**src/rtl/w452_pkg.sv**
```systemverilog
// rtl/w452_pkg.sv - shared types and constants for the w452 prefetch queue
package w452_pkg;

    localparam int HALF_W = 16;
    localparam int WORD_W = 32;

    typedef logic [31:1] hw_addr_t;

    typedef enum logic [1:0] {
        IDLE,
        REQ,
        DISCARD
    } pf_state_e;

    typedef struct packed {
        hw_addr_t            pc;
        logic [HALF_W-1:0]   instr;
    } pf_entry_t;

    // The first halfword of the following aligned word; wraps silently at 2^31.
    function automatic hw_addr_t next_word_base(input hw_addr_t a);
        return {a[31:2] + 30'd1, 1'b0};
    endfunction

endpackage

```
**src/rtl/w452_prefetch_fifo.sv**
```systemverilog
// rtl/w452_prefetch_fifo.sv - sync FIFO of {pc, instr} with 0/1/2-entry push and flush
module w452_prefetch_fifo
    import w452_pkg::*;
#(
    parameter int DEPTH = 4
) (
    input  logic                     clk,
    input  logic                     reset_n,
    input  logic                     flush,
    input  logic [1:0]               push_cnt,
    input  pf_entry_t                push_data0,
    input  pf_entry_t                push_data1,
    input  logic                     pop,
    output pf_entry_t                head,
    output logic [$clog2(DEPTH):0]   count
);

    localparam int AW = $clog2(DEPTH);
    localparam int CW = AW + 1;

    pf_entry_t         mem_q [DEPTH];
    logic [AW-1:0]     rd_ptr_q;
    logic [AW-1:0]     wr_ptr_q;
    logic [CW-1:0]     count_q;

    // Flush empties the queue but leaves storage alone; only the pointers matter.
    always_ff @(posedge clk or negedge reset_n) begin
        if (!reset_n) begin
            rd_ptr_q <= '0;
            wr_ptr_q <= '0;
            count_q  <= '0;
            for (int i = 0; i < DEPTH; i++) begin
                mem_q[i] <= '0;
            end
        end else if (flush) begin
            rd_ptr_q <= '0;
            wr_ptr_q <= '0;
            count_q  <= '0;
        end else begin
            if (push_cnt != 2'd0) begin
                mem_q[wr_ptr_q] <= push_data0;
            end
            if (push_cnt == 2'd2) begin
                mem_q[wr_ptr_q + AW'(1)] <= push_data1;
            end
            wr_ptr_q <= wr_ptr_q + AW'(push_cnt);
            if (pop) begin
                rd_ptr_q <= rd_ptr_q + AW'(1);
            end
            count_q <= count_q + CW'(push_cnt) - CW'(pop);
        end
    end

    assign head  = mem_q[rd_ptr_q];
    assign count = count_q;

endmodule

```
**src/rtl/w452_prefetch.sv**
```systemverilog
// rtl/w452_prefetch.sv - instruction prefetch queue: fetch FSM, fetch pointer and memory handshake
module w452_prefetch
    import w452_pkg::*;
#(
    parameter int DEPTH = 4
) (
    input  logic                clk,
    input  logic                reset_n,
    input  logic                redirect,
    input  logic [30:0]         redirect_pc,
    output logic                instr_valid,
    output logic [HALF_W-1:0]   instr,
    output logic [30:0]         instr_pc,
    input  logic                instr_ready,
    output logic                mem_req,
    output logic [29:0]         mem_addr,
    input  logic                mem_ack,
    input  logic [WORD_W-1:0]   mem_data
);

    localparam int CW = $clog2(DEPTH) + 1;

    pf_state_e      state_q, state_d;
    hw_addr_t       fpc_q, fpc_d;
    logic           mem_req_q;
    logic [29:0]    mem_addr_q;

    logic [1:0]     push_cnt;
    pf_entry_t      push_data0;
    pf_entry_t      push_data1;
    pf_entry_t      head;
    logic [CW-1:0]  count;
    logic           pop_fire;
    logic [CW-1:0]  free_w;
    logic           free_ok;

    assign instr_valid = (count != '0);
    assign pop_fire    = instr_valid && instr_ready && !redirect;
    // A same-cycle pop counts as space so a drained queue refetches one cycle sooner.
    assign free_w      = CW'(DEPTH) - count + CW'(pop_fire);
    assign free_ok     = (free_w >= CW'(2));

    always_comb begin
        state_d          = state_q;
        fpc_d            = fpc_q;
        push_cnt         = 2'd0;
        push_data0.pc    = fpc_q;
        push_data0.instr = fpc_q[1] ? mem_data[31:16] : mem_data[15:0];
        push_data1.pc    = fpc_q + 31'd1;
        push_data1.instr = mem_data[31:16];
        case (state_q)
            IDLE: begin
                // Redirect issues the request immediately; the flushed queue always has room.
                if (redirect) begin
                    fpc_d   = redirect_pc;
                    state_d = REQ;
                end else if (free_ok) begin
                    state_d = REQ;
                end
            end
            REQ: begin
                if (redirect) begin
                    fpc_d   = redirect_pc;
                    state_d = mem_ack ? IDLE : DISCARD;
                end else if (mem_ack) begin
                    push_cnt = fpc_q[1] ? 2'd1 : 2'd2;
                    fpc_d    = next_word_base(fpc_q);
                    state_d  = IDLE;
                end
            end
            DISCARD: begin
                if (redirect) begin
                    fpc_d = redirect_pc;
                end
                if (mem_ack) begin
                    state_d = IDLE;
                end
            end
            default: begin
                state_d = IDLE;
            end
        endcase
    end

    always_ff @(posedge clk or negedge reset_n) begin
        if (!reset_n) begin
            state_q    <= IDLE;
            fpc_q      <= '0;
            mem_req_q  <= 1'b0;
            mem_addr_q <= '0;
        end else begin
            state_q   <= state_d;
            fpc_q     <= fpc_d;
            mem_req_q <= (state_d != IDLE);
            // The outstanding address must stay put while the stale request drains.
            if (state_d != DISCARD) begin
                mem_addr_q <= fpc_d[31:2];
            end
        end
    end

    w452_prefetch_fifo #(
        .DEPTH (DEPTH)
    ) u_fifo (
        .clk        (clk),
        .reset_n    (reset_n),
        .flush      (redirect),
        .push_cnt   (push_cnt),
        .push_data0 (push_data0),
        .push_data1 (push_data1),
        .pop        (pop_fire),
        .head       (head),
        .count      (count)
    );

    assign instr    = head.instr;
    assign instr_pc = head.pc;
    assign mem_req  = mem_req_q;
    assign mem_addr = mem_addr_q;

endmodule

```
**config.mk**
```make
export PLATFORM = sky130hd
export DESIGN_NAME = w452_prefetch
export DESIGN_NICKNAME = d
export VERILOG_FILES = /design/src/rtl/w452_pkg.sv /design/src/rtl/w452_prefetch_fifo.sv /design/src/rtl/w452_prefetch.sv
export SDC_FILE = /design/constraint.sdc
export NUM_CORES = 1
export LEC_CHECK = 0
export BUFFER_PORTS_ARGS = -buffer_cell sky130_fd_sc_hd__buf_2
export CAP_MARGIN = 20
export CORE_UTILIZATION = 50
export CTS_BUF_LIST = sky130_fd_sc_hd__clkbuf_16
export CTS_CLUSTER_DIAMETER = 100
export DETAILED_ROUTE_END_ITERATION = 6
export GPL_TIMING_DRIVEN = 0
export MAX_ROUTING_LAYER = met4
export PLACE_DENSITY = 0.76
export SLEW_MARGIN = 5
export SYNTH_ARGS = -nofsm -noshare
export SYNTH_HDL_FRONTEND = slang
export SYNTH_SLANG_ARGS = --single-unit
```
**constraint.sdc**
```tcl
create_clock -name clk -period 3.35 [get_ports clk]
set_clock_uncertainty 0.2 [all_clocks]
set_input_delay 1.005 -clock clk [delete_from_list [all_inputs] [get_ports clk]]
set_output_delay 1.005 -clock clk [all_outputs]
set_load 0.02 [all_outputs]
```
==> impl_metrics.env <==
export IMPL_status="finished, violations left"
export IMPL_violations="design-rule violations"
export IMPL_row_count=61
export IMPL_peakVddDrop_mv=0.5031
export IMPL_netlist_area_um2=14060
export IMPL_path_class="in2reg"
export IMPL_first_global_vias=13265
export IMPL_htree_levels=1
export IMPL_path_clk_slew_ns=0.06
export IMPL_startpoint_type="input port"
export IMPL_ctsHoldBuffers=0
export IMPL_die_area_um2=28790
export IMPL_p_leak_nw=6.834
export IMPL_hold_violations=0
export IMPL_synthCells=1456
export IMPL_finalInstanceArea_um2=16410
export IMPL_grt_max_degree=108
export IMPL_via_count=13835
export IMPL_grt_pass1_wl_mm=79.37
export IMPL_r2r_start="state_q[1]"
export IMPL_worstPathRequired_ns=3.64
export IMPL_numPortBuffers=146
export IMPL_wl_per_cell_um=25.60
export IMPL_clock_sinks=259
export IMPL_fmax_mhz=299.9
export IMPL_ant_nets=0
export IMPL_reg2reg_depth=8
export IMPL_crit_path_start="redirect"
export IMPL_overflow=0
export IMPL_start_util=0.5074
export IMPL_synth_edf_count=0
export IMPL_gp_congestion=0.9891
export IMPL_rsz0062_at_grt="true"
export IMPL_worst_slack_ns=0.01553
export IMPL_avgSynthCellArea_um2=9.655
export IMPL_power_density_nw_per_um2=865.2
export IMPL_crit_chain="buf_2, clkbuf_1, a21boi_1, clkbuf_1, a22oi_1, o311ai_1, mux2_2"
export IMPL_synth_seq_cells=259
export IMPL_grt_use_total=0.3740
export IMPL_arrival_ns=3.63
export IMPL_pin_count=147
export IMPL_finalCritPeriodShare=0.9954
export IMPL_root_buffer="clkbuf_16"
export IMPL_cts_tree="yes"
export IMPL_synth_warning_count=0
export IMPL_fin_util=0.5925
export IMPL_hold_class="in2async"
export IMPL_pre_cts_ws_ns=-0.6235
export IMPL_max_slew_margin=0.2235
export IMPL_drtIter0Drc=2032
export IMPL_antenna_found_initial=0
export IMPL_report_final_slew_viol_count=0
export IMPL_synth_distinct_cells=73
export IMPL_route_detailed_drc=2
export IMPL_cts_buffers=28
export IMPL_n_fill_cell=2345
export IMPL_num_antenna_cells=0
export IMPL_endpoint="mem_addr[24]"
export IMPL_tightest_slew_ns=1.154
export IMPL_ys_flop_type="dfrtp_1"
export IMPL_dp_hpwl_mm=36.64
export IMPL_finalCriticalPeriod_ns=3.334
export IMPL_cpMostUsedCell="clkbuf_1"
export IMPL_finalNetCount=1710
export IMPL_viasPerCell=6.805
export IMPL_reg2reg_to="u_fifo.mem_q[83]"
export IMPL_finalSetupViolations=0
export IMPL_ff2ff_setup_slack_ns=0.11
export IMPL_place_area_um2=15330
export IMPL_async_reset_ff_frac=1.000
export IMPL_max_stage_delay_ns=0.69
export IMPL_dp_cells=1982
export IMPL_syn_nets=1533
export IMPL_clock_path_buffers=3
export IMPL_ys_seq_area_frac=0.4611
export IMPL_core_area_um2=27710
export IMPL_wl_mm=52.04
export IMPL_cap_viol_max_count=0
export IMPL_die_w_um=169.7
export IMPL_die_h_um=169.7
export IMPL_drtPass1Iterations=7
export IMPL_syn2layout_area_growth_pct=16.77
export IMPL_layout_drive_gt1_share=0.2073
export IMPL_clk_latency_ns=0.56
export IMPL_final_cells=2033
export IMPL_cp_slowest_cell="a21boi_1"
export IMPL_end_kind="flop"
export IMPL_cp_max_fo=10
## cell type report
| class | count | area [um2] | area share |
|---|---|---|---|
| multi-input combinational | 1031 | 6943 | 0.4230 |
| inverter | 19 | 71.32 | 0.004345 |
| buffer | 145 | 669.4 | 0.04078 |
| timing repair buffer | 149 | 815.8 | 0.04970 |
| clock buffer | 29 | 725.7 | 0.04421 |
| sequential | 259 | 6482 | 0.3949 |
| tap | 378 | 473.0 | 0.02881 |
| clock inverter | 23 | 234.0 | 0.01425 |
## state kept, by name, summed over array words and instances, names as in the netlist
name             cells
u_fifo.count         3
u_fifo.wr_ptr_q      2
u_fifo.mem_q       188
fpc_q               31
mem_req              1
mem_addr            30
u_fifo.rd_ptr_q      2
state_q              2
## layout by cell type, fill, tap and decap left out, types with 20 or more instances in the layout
| cell type | count |
|---|---|
| a211oi_1 | 26 |
| a21oi_1 | 94 |
| a311oi_1 | 29 |
| buf_2 | 168 |
| clkbuf_1 | 100 |
| clkbuf_16 | 29 |
| dfrtp_1 | 258 |
| inv_1 | 20 |
| mux2_2 | 42 |
| mux4_2 | 47 |
| nand2_1 | 143 |
| nand3_1 | 34 |
| nor2_1 | 162 |
| nor3_1 | 38 |
| o21ai_0 | 109 |
| o221ai_1 | 31 |
| o22ai_1 | 51 |
## kinds of logic after synthesis
| kind of cell | count (synthesis) | share of synthesized area |
|---|---|---|
| muxes | 94 | 0.1125 |
| adders and majority gates | 9 | 0.008545 |
| buffers and inverters | 166 | 0.04691 |
| and+or+nand+nor | 471 | 0.1551 |
| xor gates and xnor gates | 11 | 0.006853 |
| DFF | 259 | 0.4611 |
| AOI/OAI and AO/OA | 446 | 0.2091 |
## synthesized netlist by cell type, drive strengths merged (14+ instances only)
cell | n | share of area
nand2 | 144 | 0.038
a311oi | 29 | 0.018
nor3 | 40 | 0.014
nor4 | 14 | 0.0077
nand4 | 21 | 0.011
o22ai | 51 | 0.023
a211oi | 26 | 0.014
o32ai | 18 | 0.011
o21ai | 113 | 0.040
clkbuf | 112 | 0.030
mux4 | 47 | 0.075
nor2 | 162 | 0.043
o21a | 18 | 0.0096
mux2 | 42 | 0.034
nand3 | 34 | 0.012
o221ai | 31 | 0.019
dfrtp | 259 | 0.46
buf | 35 | 0.012
a21oi | 95 | 0.034
inv | 17 | 0.0045
## worst max-delay path: cells and delay by family
family	cells	cell delay (ns)
buffers and inverters	3	1.18
muxes	1	0.29
AOI/OAI and AO/OA	3	1.15
## per-stage QoR
step | hold WS [ns] | total power [mW] | setup TNS, ns
final | 0.2540 | 14.20 | 0
after global routing | 0.3015 | 14.82 | -0.03862
after CTS | 0.2765 | 14.08 | 0
after detailed placement | 0.2615 | 10.70 | -55.04
after global placement | 0.2543 | 10.52 | -998.54
after floorplan | 0.2335 | 8.748 | 0
## worst min-delay path by stage
stage | depth (start not counted) | end | slack, ns
6_report | 1 | u_fifo.mem_q[147] | 0.25
5_1_grt | 2 | u_fifo.mem_q[33] | 0.30
4_1_cts | 2 | u_fifo.mem_q[27] | 0.28
3_5_place_dp | 2 | u_fifo.mem_q[27] | 0.26
3_3_place_gp | 2 | u_fifo.mem_q[45] | 0.25
2_1_floorplan | 2 | u_fifo.mem_q[45] | 0.23
## report_power, final
part           switching, mW  leakage (nW)  internal (mW)  total [mW]
clock                   1.35         0.483           1.95        3.29
sequential             0.734          3.20           4.34        5.08
combinational           3.51          3.15           2.33        5.84
total                   5.59          6.83           8.61        14.2
## what timing repair did
action                                 CTS  global route
endpoints found under the hold margin    0             0
setup buffers                            1             0
pin swaps                                0             0
setup endpoints to repair               58            32
gates resized for setup                 34             9
cloned                                   0             0
## metal layers
metal  track usage  vias to the layer above  part of all wire
li1              -                     5821                 -
met1        0.4985                     6715              0.39
met2        0.5572                     1076              0.45
met3       0.06880                      223              0.11
met4        0.1688                        0             0.052
met5             -                        -                 0
Note: power is estimated with default switching activity, not from simulation.
